<file path="src/rtl/pit_irq_pkg.sv">
// Shared types and constants for the timer interrupt arbiter.
// Contents:
//   state_e    - arbiter FSM states (idle, offering, in service)
//   LostCntW   - width of each per-source lost-event counter
//   LostCntMax - saturation value of the lost-event counters
package pit_irq_pkg;

    typedef enum logic [1:0] {
        StIdle,
        StOffer,
        StService
    } state_e;

    localparam int unsigned LostCntW = 4;
    localparam logic [LostCntW-1:0] LostCntMax = 4'd15;

endpackage

</file>
<file path="src/rtl/pit_rr_picker.sv">
// Combinational round-robin picker.
// Search starts one past the previous winner and wraps; the first set request wins.
// Ports:
//   req_i    - request vector (pending & mask)
//   last_i   - ID of the previously completed source
//   found_o  - at least one request is set
//   winner_o - ID of the selected request (0 when none)
module pit_rr_picker #(
    parameter int unsigned N_SRC = 4,
    parameter int unsigned ID_W  = 2
) (
    input  logic [N_SRC-1:0] req_i,
    input  logic [ID_W-1:0]  last_i,
    output logic             found_o,
    output logic [ID_W-1:0]  winner_o
);

    int unsigned idx;

    always_comb begin
        found_o  = 1'b0;
        winner_o = '0;
        idx      = 0;
        for (int unsigned off = 1; off <= N_SRC; off++) begin
            idx = (32'(last_i) + off) % N_SRC;
            if (!found_o && req_i[idx]) begin
                found_o  = 1'b1;
                winner_o = idx[ID_W-1:0];
            end
        end
    end

endmodule

</file>
<file path="src/rtl/pit_irq_arbiter.sv">
// Interrupt arbiter and claim/complete controller for several minipit timers.
// Rising edges of each source set a pending bit; one masked-in pending source is
// offered at a time (round-robin) and sequenced through claim and complete.
// Optional feature macro: PIT_IRQ_LOST_CNT_EN adds per-source saturating
// lost-event counters and the lost_sel_i/lost_cnt_o read port.
// Ports:
//   clk_i       - clock
//   rst_ni      - synchronous active-low reset
//   src_irq_i   - per-source interrupt levels (rising edges count)
//   mask_i      - per-source arbitration enable
//   claim_i     - consumer accepts the offered interrupt
//   complete_i  - consumer finished servicing
//   irq_out_o   - an interrupt is being offered
//   irq_id_o    - ID of the offered or in-service source
//   pending_o   - captured, not-yet-claimed events
//   busy_o      - arbiter is not idle
//   lost_sel_i  - lost-counter select (macro only)
//   lost_cnt_o  - lost-event count of the selected source (macro only)
module pit_irq_arbiter
    import pit_irq_pkg::*;
#(
    parameter int unsigned N_SRC = 4,
    parameter int unsigned ID_W  = 2
) (
    input  logic                clk_i,
    input  logic                rst_ni,
    input  logic [N_SRC-1:0]    src_irq_i,
    input  logic [N_SRC-1:0]    mask_i,
    input  logic                claim_i,
    input  logic                complete_i,
    output logic                irq_out_o,
    output logic [ID_W-1:0]     irq_id_o,
    output logic [N_SRC-1:0]    pending_o,
    output logic                busy_o
`ifdef PIT_IRQ_LOST_CNT_EN
    ,
    input  logic [ID_W-1:0]     lost_sel_i,
    output logic [LostCntW-1:0] lost_cnt_o
`endif
);

    state_e           state_q, state_d;
    logic [N_SRC-1:0] src_q;
    logic [N_SRC-1:0] pending_q, pending_d;
    logic             irq_out_q, irq_out_d;
    logic [ID_W-1:0]  irq_id_q, irq_id_d;
    logic [ID_W-1:0]  last_q, last_d;
    logic [N_SRC-1:0] rise;
    logic [N_SRC-1:0] pend_clr;
    logic             found;
    logic [ID_W-1:0]  winner;

    pit_rr_picker #(
        .N_SRC (N_SRC),
        .ID_W  (ID_W)
    ) u_picker (
        .req_i    (pending_q & mask_i),
        .last_i   (last_q),
        .found_o  (found),
        .winner_o (winner)
    );

    always_comb begin
        state_d   = state_q;
        irq_out_d = irq_out_q;
        irq_id_d  = irq_id_q;
        last_d    = last_q;
        pend_clr  = '0;
        rise      = src_irq_i & ~src_q;

        case (state_q)
            StIdle: begin
                if (found) begin
                    state_d   = StOffer;
                    irq_out_d = 1'b1;
                    irq_id_d  = winner;
                end
            end
            StOffer: begin
                if (claim_i) begin
                    pend_clr[irq_id_q] = 1'b1;
                    state_d            = StService;
                    irq_out_d          = 1'b0;
                end else if (!mask_i[irq_id_q]) begin
                    // Withdrawn: the event stays pending for a later offer.
                    state_d   = StIdle;
                    irq_out_d = 1'b0;
                end
            end
            StService: begin
                if (complete_i) begin
                    last_d  = irq_id_q;
                    state_d = StIdle;
                end
            end
            default: begin
                state_d   = StIdle;
                irq_out_d = 1'b0;
            end
        endcase

        // A new edge beats a same-cycle claim clear.
        pending_d = (pending_q & ~pend_clr) | rise;
    end

    always_ff @(posedge clk_i) begin
        if (!rst_ni) begin
            state_q   <= StIdle;
            src_q     <= '0;
            pending_q <= '0;
            irq_out_q <= 1'b0;
            irq_id_q  <= '0;
            last_q    <= ID_W'(N_SRC - 1);
        end else begin
            state_q   <= state_d;
            src_q     <= src_irq_i;
            pending_q <= pending_d;
            irq_out_q <= irq_out_d;
            irq_id_q  <= irq_id_d;
            last_q    <= last_d;
        end
    end

    assign irq_out_o = irq_out_q;
    assign irq_id_o  = irq_id_q;
    assign pending_o = pending_q;
    assign busy_o    = (state_q != StIdle);

`ifdef PIT_IRQ_LOST_CNT_EN
    logic [LostCntW-1:0] lost_q [N_SRC];
    logic [LostCntW-1:0] lost_d [N_SRC];

    // Lost = edge on an already-pending source that is not being claimed this cycle.
    always_comb begin
        for (int unsigned i = 0; i < N_SRC; i++) begin
            lost_d[i] = lost_q[i];
            if (rise[i] && pending_q[i] && !pend_clr[i] && (lost_q[i] != LostCntMax)) begin
                lost_d[i] = lost_q[i] + 1'b1;
            end
        end
    end

    always_ff @(posedge clk_i) begin
        if (!rst_ni) begin
            for (int unsigned i = 0; i < N_SRC; i++) begin
                lost_q[i] <= '0;
            end
        end else begin
            for (int unsigned i = 0; i < N_SRC; i++) begin
                lost_q[i] <= lost_d[i];
            end
        end
    end

    assign lost_cnt_o = lost_q[lost_sel_i];
`else
    // No lost-event counters in this build.
`endif

endmodule
</file>
<file path="config.mk">
export PLATFORM = sky130hd
export DESIGN_NAME = pit_irq_arbiter
export DESIGN_NICKNAME = d
export VERILOG_FILES = /design/src/rtl/pit_irq_pkg.sv /design/src/rtl/pit_rr_picker.sv /design/src/rtl/pit_irq_arbiter.sv
export SDC_FILE = /design/constraint.sdc
export NUM_CORES = 1
export LEC_CHECK = 0
export ABC_AREA = 1
export BUFFER_PORTS_ARGS = -buffer_cell sky130_fd_sc_hd__buf_2
export CAP_MARGIN = 15
export CORE_UTILIZATION = 25
export CTS_BUF_LIST = sky130_fd_sc_hd__clkbuf_2 sky130_fd_sc_hd__clkbuf_4 sky130_fd_sc_hd__clkbuf_8
export CTS_CLUSTER_SIZE = 28
export DETAILED_ROUTE_END_ITERATION = 16
export GPL_TIMING_DRIVEN = 0
export PLACE_DENSITY_LB_ADDON = 0.1
export REMOVE_ABC_BUFFERS = 1
export SLEW_MARGIN = 20
export SYNTH_ARGS = -nofsm -noshare
export SYNTH_HDL_FRONTEND = slang
export SYNTH_SLANG_ARGS = --single-unit
</file>
<file path="constraint.sdc">
create_clock -name clk_i -period 3.3 [get_ports clk_i]
set_clock_uncertainty 0.15 [all_clocks]
set_input_delay 0.33 -clock clk_i [delete_from_list [all_inputs] [get_ports clk_i]]
set_output_delay 0.33 -clock clk_i [all_outputs]
set_load 0.1 [all_outputs]
</file>
Yosys cells after proc, flatten, opt, wreduce, memory -nomap -nowiden
Cells that the tools add are included.
{"block": "word_totals", "register_bits": 15, "in_bits": 12}
{"block": "op_classes", "n_addsub": 4, "order_cmp": 6, "n_eq_ne": 5, "n_mux": 31, "bitwise_logic": 7, "reduce_logical": 13}
{"op": "2-bit two-way mux", "n": 8}
{"op": "2-bit by 3-bit less-than comparator with 1-bit output, second input constant", "n": 5}
{"op": "1-bit two-way mux", "n": 13}
{"op": "4-bit bitwise AND", "n": 3}
{"op": "1-bit binary-select mux with 2-bit select", "n": 5}
{"op": "4-bit two-way mux", "n": 2}
{"op": "4-bit NOT", "n": 2}
{"op": "2-bit one-hot mux with 3 select lines", "n": 1}
{"op": "3-bit AND reduction", "n": 2}
{"op": "2-bit by 1-bit adder with 2-bit output, second input constant", "n": 2}
{"op": "2-bit adder, second input constant", "n": 2}
{"op": "1-bit logical AND", "n": 4}
{"op": "2-bit inequality test, second input constant", "n": 2}
{"op": "4-bit OR", "n": 1}
{"op": "2-bit AND reduction", "n": 2}
{"op": "1-bit logical NOT", "n": 3}
{"op": "3-bit inequality test, second input constant", "n": 1}
{"op": "1-bit one-hot mux with 3 select lines", "n": 1}
{"op": "1-bit demux with 2-bit select", "n": 1}
{"op": "2-bit by 1-bit == test with 1-bit output, second input constant", "n": 1}
{"op": "2-bit == test, second input constant", "n": 1}
{"op": "2-bit by 1-bit >= comparator with 1-bit output, second input constant", "n": 1}
{"op": "2-bit logical NOT", "n": 1}
{"op": "2-bit nonzero test", "n": 1}
{"op": "1-bit NOT", "n": 1}

Logic depth before layout (Yosys ltp)
{"block": "logic_depth", "ltp_word": 15, "ltp_mapped": 12, "depth_no_buf": 11}

Modules after synthesis
A second synthesis with hierarchy kept.
{"block": "unflattened", "hier_cells": 133, "hier_area_um2": 905.9}
{"module": "pit_irq_arbiter", "n_inst": 1, "cells_each": 84, "area_per_inst_um2": 615.6}
{"module": "pit_rr_picker", "n_inst": 1, "cells_each": 49, "area_per_inst_um2": 290.3}

Worst setup path before layout
OpenSTA, ideal clock, no wires.
{"block": "synth_path", "path_type": "register to register", "from": "reg pending_q[0] (netlist: pending_o[0])", "to": "reg irq_id_q[0] (netlist: irq_id_o[0])", "setup_ns": 0.114, "t_arrival_ns": 1.791, "path_slack_ns": 1.245, "stages_incl_launch_ff": 10, "path_buffers": 0, "path_cell_list": "dfxtp_1 nand3_1 nand2_1 nand2_1 nand2_2 inv_2 nand3b_4 nand2_4 a21oi_1 nor2_2"}
{"block": "synth_between", "elab_chain_cells": 14, "word_cells_on_any_way": 24, "classes_between": "16 x mux; 1 x bitwise; 7 x reduce/logical"}
{"element": "start: declaration", "line_no": "pit_irq_arbiter.sv:44", "rtl": "logic [N_SRC-1:0] pending_q, pending_d;"}
{"element": "start signal: assignment", "line_no": "pit_irq_arbiter.sv:117", "rtl": "pending_q <= pending_d;"}
{"element": "4-bit bitwise AND (*)", "line_no": "pit_irq_arbiter.sv:57", "rtl": ".req_i (pending_q & mask_i),"}
{"element": "1-bit binary-select mux with 2-bit select", "line_no": "pit_rr_picker.sv:26", "rtl": "if (!found_o && req_i[idx]) begin"}
{"element": "1-bit two-way mux (not written as such)", "line_no": "pit_rr_picker.sv:26"}
{"element": "1-bit two-way mux", "line_no": "pit_rr_picker.sv:26"}
{"element": "1-bit logical NOT", "line_no": "pit_rr_picker.sv:26"}
{"element": "1-bit logical AND", "line_no": "pit_rr_picker.sv:26"}
{"element": "1-bit two-way mux", "line_no": "pit_rr_picker.sv:26"}
{"element": "1-bit logical NOT", "line_no": "pit_rr_picker.sv:26"}
{"element": "1-bit logical AND", "line_no": "pit_rr_picker.sv:26"}
{"element": "1-bit two-way mux", "line_no": "pit_rr_picker.sv:26"}
{"element": "1-bit logical NOT", "line_no": "pit_rr_picker.sv:26"}
{"element": "1-bit logical AND", "line_no": "pit_rr_picker.sv:26"}
{"element": "1-bit two-way mux", "line_no": "pit_rr_picker.sv:26"}
{"element": "2-bit AND reduction (no source line)"}
{"element": "end signal: assignment", "line_no": "pit_irq_arbiter.sv:119", "rtl": "irq_id_q <= irq_id_d;"}
{"element": "end: declaration", "line_no": "pit_irq_arbiter.sv:46", "rtl": "logic [ID_W-1:0] irq_id_q, irq_id_d;"}
Mark *: on every way between the ends. The rest lies on a longest branch, timed or not. The select of a mux whose other input is x is not followed.
A chain may end at the register's enable or synchronous reset.

Final worst setup path
{"block": "layout_path", "from": "reg state_q[1]", "to": "out busy_o"}
{"block": "layout_between", "elab_chain_cells": 1}
{"element": "start: declaration", "line_no": "pit_irq_arbiter.sv:42", "rtl": "state_e state_q, state_d;"}
{"element": "start signal: assignment", "line_no": "pit_irq_arbiter.sv:108", "rtl": "state_q <= StIdle;"}
{"element": "start signal: assignment", "line_no": "pit_irq_arbiter.sv:115", "rtl": "state_q <= state_d;"}
{"element": "2-bit nonzero test", "line_no": "pit_irq_arbiter.sv:127", "rtl": "assign busy_o = (state_q != StIdle);"}
{"element": "end: declaration", "line_no": "pit_irq_arbiter.sv:34", "rtl": "output logic busy_o"}
No other way between the ends.

==> flow_summary_export.csv <==
group,metric,value,unit
floorplan,die_w,61.5,µm
critical_path,crit_cells,3,
finish,antenna_cells,0,
cts,h-tree-depth,1,
cts,numCtsBuffers,3,
logic_synthesis,ys_ff_latch,15,
place,hpwl,1670,µm
critical_path,worst-path-buf-inv,2,
flow_run,maxCapViolations,0,
cts,post_cts_resized,0,
detailed_routing,drt-initial-drc-count,28,
grt,grt_pass1_vias,733,
detailed_routing,wl_per_cell,10.3,µm
power_and_ir_drop,irDropWorstVdd,0.214,mV
grt,antenna_found_initial,0,
critical_path,slowest_delay,340,ps
min_path,holdPathStages,3,
sta,fmaxAchievable,558,MHz
cts,tritoncts,"done",
cts,path_clk_slew,100,ps
floorplan,rows,21,
finish,fin_util,31.3,%
run_status,status,"completed",
grt,grt_max_degree,13,
sta,tightest_slew,490,ps
logic_synthesis,yosys_warnings,0,
sta,final_max_slew_viol_count,0,
detailed_routing,drt_pass1_iterations,4,
cts,worstSkewPairLatency,280,ps
sta,min_period,1790,ps
logic_synthesis,mappedNetlistArea,885,µm²
floorplan,die_area,3780,µm²
critical_path,r2r_start,"last_q[0]",
critical_path,worstPathMaxFanout,4,
floorplan,core_area,3360,µm²
sta,post-route-period-util,54.3,%
place,gp_congestion,0.797,
sta,rsz0062_at_grt,"no",
logic_synthesis,ys_seq_area_share,33.9,%
critical_path,worstPathArrival,1310,ps
critical_path,crit_type,"flip-flop to output port",
detailed_routing,antenna_left,0,
sta,finalHoldViolCount,0,
detailed_routing,drc_errors,0,
place,portBuffers,19,
finish,fillCellCount,410,
sta,finalSetupViolations,0,
cts,postCtsHoldBufs,0,
floorplan,initial_utilization,26.3,%
grt,grt_pass1_wl,3240,µm
logic_synthesis,synth_cell_types,21,
detailed_routing,drt-vias-per-instance,4.28,
sta,finalWorstSetupSlack,1510,ps
finish,multi_input_area,497,µm²
grt,globalRouteOverflowTotal,0,
sta,finalSetupTns,0,ps
min_path,hp-start,"src_irq_i[0]",
finish,areaGrowthSynthToFinish,18.8,%
critical_path,crit_start,"state_q[1]",
critical_path,r2r_cells,9,
cts,root_buffer,"clkbuf_4",
power_and_ir_drop,leakagePower,0.555,nW
critical_path,crit_required,2820,ps
critical_path,critPathLaunchType,"flip-flop",
sta,max_slew_margin,67.6,%
floorplan,die_y,61.5,µm
finish,seq_area,300,µm²
cts,cts_sinks,15,
power_and_ir_drop,p_per_area,585,nW/µm²
min_path,hold_class,"input port to flip-flop",
cts,cts_buffer_depth,2,
critical_path,end_kind,"output port",
place,place_ws,1600,ps
logic_synthesis,netlist_instances,131,
detailed_routing,vias,847,
logic_synthesis,avgSynthCellArea,6.75,µm²
finish,drive_gt1_share,28.9,%
critical_path,crit_family,"buffers and inverters",
cts,post_cts_buffers,0,
detailed_routing,wl,2050,µm
finish,layout.nets,165,
grt,grt.total_usage,11.9,%
critical_path,cp_cell_sequence,"nor2_1 > inv_1 > buf_2",
critical_path,slowest_stage,"dfxtp_1",
floorplan,io_pins,20,
-- cells in the final DEF, fill, tap and decap left out, drive strengths merged --
master	Yosys	layout
a21oi	5	5
a22oi	2	2
buf	2	19
clkbuf	0	4
dfxtp	15	15
inv	17	17
nand2	52	52
nand3	18	18
nand3b	2	2
nor2	10	10
o211ai	2	2
o21ai	5	5
o22ai	1	1
-- report_power, final --
group          switching [mW]  internal, mW  leakage (nW)
sequential             0.0221         0.202         0.124
combinational           0.211        0.0624         0.412
clock                  0.0616        0.0551        0.0184
-- cells in the mapped netlist --
cell / count / area share (%)
a22oi_1: 2 / 1.7
inv_2: 2 / 0.85
nand2_4: 1 / 1.3
a21oi_1: 5 / 2.8
nand3_1: 15 / 8.5
nand2_1: 40 / 17
nor2_1: 8 / 3.4
buf_6: 1 / 1.3
nand3_2: 3 / 3.4
dfxtp_1: 15 / 34
o211ai_1: 2 / 1.7
nand3b_1: 1 / 0.85
nor2_2: 1 / 0.71
inv_1: 14 / 5.9
o22ai_1: 1 / 0.71
nand2_2: 11 / 7.8
nor2_4: 1 / 1.3
nand3b_4: 1 / 2.3
inv_8: 1 / 1.3
o21ai_0: 5 / 2.8
buf_2: 1 / 0.57
-- final cells by class --
cell class                      instances  share of cell area, %
Clock buffer                            4                   2.86
Multi-Input combinational cell         97                   47.3
Sequential cell                        15                   28.6
Timing Repair Buffer                   19                   9.05
Tap cell                               46                   5.48
Inverter                               17                   6.79
-- through the flow --
stage | hold slack [ps] | power, mW | instances | instance area, µm²
finish | 89.6 | 0.614 | 198 | 1050
global route | 101 | 0.650 | 198 | 1050
CTS | 79.5 | 0.621 | 198 | 1050
detailed placement | 263 | 0.504 | 194 | 1020
global placement | 250 | 0.503 | 194 | 1020
floorplan | 249 | 0.451 | 129 | 868
-- cells by family (layout without fill, tap and decap cells) --
kind of cell	count (synthesis)	after routing	synth area share (%)
buf+inv	19	40	9.90
compound gates	15	15	9.76
flops	15	15	33.9
simple gates	82	82	46.4
-- path summary, 6_finish.rpt --
kind	endpoint	slack, ps
min	src_q[0]	90
max reg2reg	irq_id_o[0]	1590
max	busy_o	1510
min reg2reg	pending_o[2]	260
-- state kept, by name, summed over array words and instances (netlist names) --
name and cells:
pending_o 4, irq_out_o 1, last_q 2, irq_id_o 2, src_q 4, state_q 2
-- worst min-delay path: stages --
cell and delay, ps:
buf_2 70, nand2_1 50, inv_1 40
-- routing by layer --
layer,share of wire (%),wire (µm),GRT usage (%),up-vias
met3,2.3,47,1.26,2
met4,0.98,20,5.71,0
li1,-,-,-,458
met1,50,1020,16.2,376
met5,0,0,0,-
met2,47,959,18.9,11
Power figures use the tool's default switching activity.
